`config.mk`:
```
export PLATFORM = sky130hd
export DESIGN_NAME = prco_regs_arb
export DESIGN_NICKNAME = d
export VERILOG_FILES = /design/src/rtl/prco_regs_arb.sv
export SDC_FILE = /design/constraint.sdc
export NUM_CORES = 1
export LEC_CHECK = 0
export ABC_AREA = 1
export BUFFER_PORTS_ARGS = -buffer_cell sky130_fd_sc_hd__buf_2
export CAP_MARGIN = 20
export CORE_ASPECT_RATIO = 1.25
export CORE_MARGIN = 5
export CORE_UTILIZATION = 51
export CTS_CLUSTER_DIAMETER = 120
export DETAILED_ROUTE_END_ITERATION = 10
export PLACE_DENSITY = 0.87
export SETUP_SLACK_MARGIN = 0.4
export SYNTH_ARGS = -nofsm -noshare
export SYNTH_HDL_FRONTEND = slang
export SYNTH_SLANG_ARGS = --single-unit
```
`constraint.sdc`:
```
create_clock -name i_clk -period 3.8 [get_ports i_clk]
set_clock_uncertainty 0.15 [all_clocks]
set_input_delay 0.19 -clock i_clk [delete_from_list [all_inputs] [get_ports i_clk]]
set_output_delay 0.19 -clock i_clk [all_outputs]
set_load 0.02 [all_outputs]
```
`src/rtl/prco_regs_arb.sv`:
```
`default_nettype none
// ============================================================================
// Module   : prco_regs_arb
// Purpose  : Write-back arbiter and RAW hazard scoreboard for the PRCO
//            8 x 16-bit register set. Three write-back sources (0: ALU,
//            1: load/store unit, 2: stack unit) are granted round-robin onto
//            the single registered write port. A per-register pending bitmap
//            lets the issue stage detect read-after-write hazards.
// Ports    :
//   i_clk, i_reset              clock, synchronous active-high reset
//   i_req[2:0]                  write-back request per source
//   i_sel0..2 / i_dat0..2       destination register / data per source
//   q_gnt[2:0]                  one-hot grant (combinational)
//   q_we / q_seld / q_datd      registered register-set write port
//   i_claim / i_claim_sel       issue stage marks a destination pending
//   i_rd_en / i_rd_sela/selb    issue stage read of ports A/B
//   q_hazard                    combinational RAW hazard flag
//   q_pending[2^AW-1:0]         registered scoreboard bits
// Revision : 1.0 - initial release
// ============================================================================
module prco_regs_arb #(
    parameter int DW = 16,
    parameter int AW = 3
) (
    input  logic                i_clk,
    input  logic                i_reset,
    input  logic [2:0]          i_req,
    input  logic [AW-1:0]       i_sel0,
    input  logic [AW-1:0]       i_sel1,
    input  logic [AW-1:0]       i_sel2,
    input  logic [DW-1:0]       i_dat0,
    input  logic [DW-1:0]       i_dat1,
    input  logic [DW-1:0]       i_dat2,
    output logic [2:0]          q_gnt,
    output logic                q_we,
    output logic [AW-1:0]       q_seld,
    output logic [DW-1:0]       q_datd,
    input  logic                i_claim,
    input  logic [AW-1:0]       i_claim_sel,
    input  logic                i_rd_en,
    input  logic [AW-1:0]       i_rd_sela,
    input  logic [AW-1:0]       i_rd_selb,
    output logic                q_hazard,
    output logic [(1<<AW)-1:0]  q_pending
);

    localparam int          c_NREG = 1 << AW;
    localparam logic [1:0]  c_PTR0 = 2'd0;
    localparam logic [1:0]  c_PTR1 = 2'd1;
    localparam logic [1:0]  c_PTR2 = 2'd2;

    // ------------------------------------------------------------------
    // State
    // ------------------------------------------------------------------
    logic [1:0]         r_ptr;       // highest-priority requester (0..2)
    logic               r_we;
    logic [AW-1:0]      r_seld;
    logic [DW-1:0]      r_datd;
    logic [c_NREG-1:0]  r_pending;

    // ------------------------------------------------------------------
    // Combinational arbitration
    // ------------------------------------------------------------------
    logic [2:0]         w_gnt;
    logic [1:0]         w_ptr_nxt;
    logic [AW-1:0]      w_wsel;
    logic [DW-1:0]      w_wdat;

    // Search order is ptr, ptr+1, ptr+2 (mod 3). Reset masks every grant
    // so a transfer presented during reset is simply not accepted.
    always_comb begin
        w_gnt = 3'b000;
        if (!i_reset) begin
            case (r_ptr)
                c_PTR1: begin
                    if      (i_req[1]) w_gnt = 3'b010;
                    else if (i_req[2]) w_gnt = 3'b100;
                    else if (i_req[0]) w_gnt = 3'b001;
                end
                c_PTR2: begin
                    if      (i_req[2]) w_gnt = 3'b100;
                    else if (i_req[0]) w_gnt = 3'b001;
                    else if (i_req[1]) w_gnt = 3'b010;
                end
                default: begin
                    if      (i_req[0]) w_gnt = 3'b001;
                    else if (i_req[1]) w_gnt = 3'b010;
                    else if (i_req[2]) w_gnt = 3'b100;
                end
            endcase
        end
    end

    // Pointer moves just past the winner; no grant leaves it in place.
    always_comb begin
        w_ptr_nxt = r_ptr;
        w_wsel    = r_seld;
        w_wdat    = r_datd;
        if (w_gnt[0]) begin
            w_ptr_nxt = c_PTR1;
            w_wsel    = i_sel0;
            w_wdat    = i_dat0;
        end else if (w_gnt[1]) begin
            w_ptr_nxt = c_PTR2;
            w_wsel    = i_sel1;
            w_wdat    = i_dat1;
        end else if (w_gnt[2]) begin
            w_ptr_nxt = c_PTR0;
            w_wsel    = i_sel2;
            w_wdat    = i_dat2;
        end
    end

    // ------------------------------------------------------------------
    // Scoreboard next state
    // ------------------------------------------------------------------
    logic [c_NREG-1:0]  w_clr_mask;
    logic [c_NREG-1:0]  w_set_mask;
    logic [c_NREG-1:0]  w_pending_nxt;

    // The clear is driven by the registered write port, so a bit drops on
    // the same edge the register set commits the data. The set is applied
    // after the clear so a simultaneous claim of the same register wins.
    always_comb begin
        w_clr_mask = '0;
        w_set_mask = '0;
        if (r_we) begin
            w_clr_mask[r_seld] = 1'b1;
        end
        if (i_claim) begin
            w_set_mask[i_claim_sel] = 1'b1;
        end
        w_pending_nxt = (r_pending & ~w_clr_mask) | w_set_mask;
    end

    // ------------------------------------------------------------------
    // Registers
    // ------------------------------------------------------------------
    always_ff @(posedge i_clk) begin
        if (i_reset) begin
            r_ptr     <= c_PTR0;
            r_we      <= 1'b0;
            r_seld    <= '0;
            r_datd    <= '0;
            r_pending <= '0;
        end else begin
            r_ptr     <= w_ptr_nxt;
            r_we      <= |w_gnt;
            r_seld    <= w_wsel;
            r_datd    <= w_wdat;
            r_pending <= w_pending_nxt;
        end
    end

    // ------------------------------------------------------------------
    // Outputs
    // ------------------------------------------------------------------
    assign q_gnt     = w_gnt;
    assign q_we      = r_we;
    assign q_seld    = r_seld;
    assign q_datd    = r_datd;
    assign q_pending = r_pending;
    assign q_hazard  = i_rd_en && (r_pending[i_rd_sela] || r_pending[i_rd_selb]);

endmodule
`default_nettype wire

```
==> metrics <==
Routed Antenna Nets 0; Post-Syn Area around 2200 um2; largest net degree at the start of global routing between 40 and 50; synth unique cells 20; mux contribution to synthesized area 0%; Max VDD drop about 0.22 mV; Startpoint Class register; CP dominant cell by count inv_2; commonest non-fill, non-tap cell in the layout nand2_1; Ys Warns 0; final period utilization between 70% and 80%; Largest stage delay, worst path 490 ps; final setup TNS 0 ps; Max Clk Rate between 0.3 and 0.4 GHz; Hold Path End q_pending[4]; TritonCTS clock tree yes; Final min period 2800 ps; Rows 27; simple-gate share of the synthesized area between 30% and 40%; worst-skew pair later-pin latency between 200 and 300 ps; CTS clk-pin slew, worst paths 70 ps; Die Height 84.0 um; Max clock buf depth 2; Initial Util between 50% and 60%; DP HPWL around 4.8 mm; CP Cell Sequence inv_1 -> ha_1 -> inv_2 -> a21oi_2 -> nand3_2 -> inv_2 -> buf_2; DRC errors left 0; final setup vio count 0; CP Max Fanout 27; synthesis-to-finish area growth 25.7%; RSZ-0062 raised after global routing false; Power per Cell Area approximately 420 nW/um2; total grt overflow 0; DR pass1 iterations 6; average cell area after synthesis between 6 and 7 um2; Hold Path Class in2reg; commonest non-fill, non-tap cells in the layout 110 x nand2_1, 104 x buf_2, 67 x inv_1; placer's final routability congestion estimate 0.911; Hold Vio Cnt, Final 0; hold_sp i_reset; Top delay family on crit path buffers and inverters; slowest cell on the critical path inv_2; Data required, critical path about 3500 ps; die area approximately 5800 um2; Post-Syn Nets ~450; LEAKAGE 0.00165 uW; Post-Synthesis Cells 370; sequential area share after synthesis about 27%; reg2reg start r_ptr[0]; post-synth top area share between 20% and 30%; post_cts resized 0; ANT cells 0; Crit path depth 7; Slew HR approximately 45%; critical path arrival 2460 ps; CTS sink count 30; H-tree depth 2; post-synthesis xor/xnor area fraction 0%; crit path kind reg2out; CTS Buf Count 5; root buffer cell clkbuf_8; largest family of logic cells by synthesized area simple AND/OR/NAND/NOR gates; total of max-cap violations 0; status finished, final reports clean; Final Non-Filler Cells approximately 520; core area between 4000 and 5000 um2; layout cell share with drive strength beyond 1 a little under a third; R2R depth 9; compound-cell area share of the yosys netlist about an eighth; vias in the first global route 2400; Worst Setup End Kind output port; WHS Path Cells 2; Vias approximately 2600; drt total wl roughly 6.4 mm; I/O pins 105; layout net count roughly 540; Slew @ Worst Pin between 800 and 900 ps; number of buffers inserted by hold repair at cts 0; WP buf/inv 4; #FFs+latches synth 30; Post CTS Setup Buffer Count 0; 1st-iter DRT viols between 100 and 150; worst r2r dst q_datd[10]; Synth area leaders dfxtp_1 27%, nand2_1 18%, inv_1 11%; Fillers 419; wire per inst ~12 um; Synth area leader dfxtp_1; antenna violations before repair 0; Total Routing Usage GR 21.4%; Reg2Reg Setup Slack between 1000 and 1500 ps; # placed instances between 500 and 600; vias per inst about 5; Port Buf Inserts 104; first-pass GRT wire length between 10 and 15 mm; Die W 69.2 um; Adder-Cell Fraction of Synth Area 1.12%; final slew viol count 0
per-stage QoR:
stage	worst slack, ps	hold slack, ps	utilization [%]	total power (uW)	cell area, um2
after global placement	1140	316	62.7	885	2710
final	1000	59.5	64.9	1170	2810
after detailed placement	1040	331	62.7	898	2710
after CTS	1030	52.2	64.9	1170	2810
after floorplan	2100	220	-	772	2230
after global routing	772	83.6	64.9	1250	2810
routing by layer:
layer	part of all wire (%)	wire, um	global-route usage [%]	up-vias
li1	-	-	-	1335
met3	7.0	446	5.78	23
met2	50	3180	37.4	102
met5	0	0	0	-
met4	3.4	214	9.41	0
met1	39	2510	23.9	1165
area by class of cell:
| cell class | instances | area (um2) | area share, % |
|---|---|---|---|
| multi-input cells | 239 | 1190 | 42.6 |
| flip-flops and latches | 30 | 601 | 21.4 |
| repair buffers | 107 | 543 | 19.3 |
| inverters | 80 | 300 | 10.7 |
| clock buffers | 6 | 82.6 | 2.94 |
| well taps | 58 | 72.6 | 2.59 |
| clock inverters | 2 | 12.5 | 0.446 |
how the worst max path moves through the flow:
stage / startpoint / to / slack (ps)
after floorplan: r_ptr[0] / q_seld[1] / 2100
after global placement: i_reset / q_datd[9] / 1140
after detailed placement: i_reset / q_datd[9] / 1040
after CTS: r_ptr[0] / q_gnt[0] / 1030
after global routing: r_ptr[0] / q_datd[10] / 770
final: r_ptr[0] / q_gnt[0] / 1000
power by group:
part	switching [uW]	internal [uW]
logic	322	175
clock network	131	145
registers	33.6	365
flip-flops by register name, indices dropped and copies added (netlist names):
name / flops
q_we: 1
q_seld: 3
q_pending: 8
q_datd: 16
r_ptr: 2
Yosys cell counts:
library cell    n
inv_1          67
o211ai_1        2
nand2_2         2
ha_1            2
a21oi_2        11
buf_2           8
nor2_1          9
dfxtp_1        30
clkbuf_1        2
a21oi_1        20
nand2_1       110
inv_2          13
nand3_1        24
buf_6           2
nand3b_1       19
nor2_2          1
nand4_1        20
buf_4           9
o21ai_0        17
nand3_2         2
kinds of logic (layout without fill, tap and decap cells):
| logic type | Yosys count | in the layout |
|---|---|---|
| AO/OA/AOI/OAI | 50 | 50 |
| adder cells (fa/ha/maj) | 2 | 2 |
| buffers and inverters | 101 | 195 |
| flip-flops | 30 | 30 |
| AND/OR/NAND/NOR | 187 | 187 |
No activity file was read; power rests on OpenSTA's default activity.
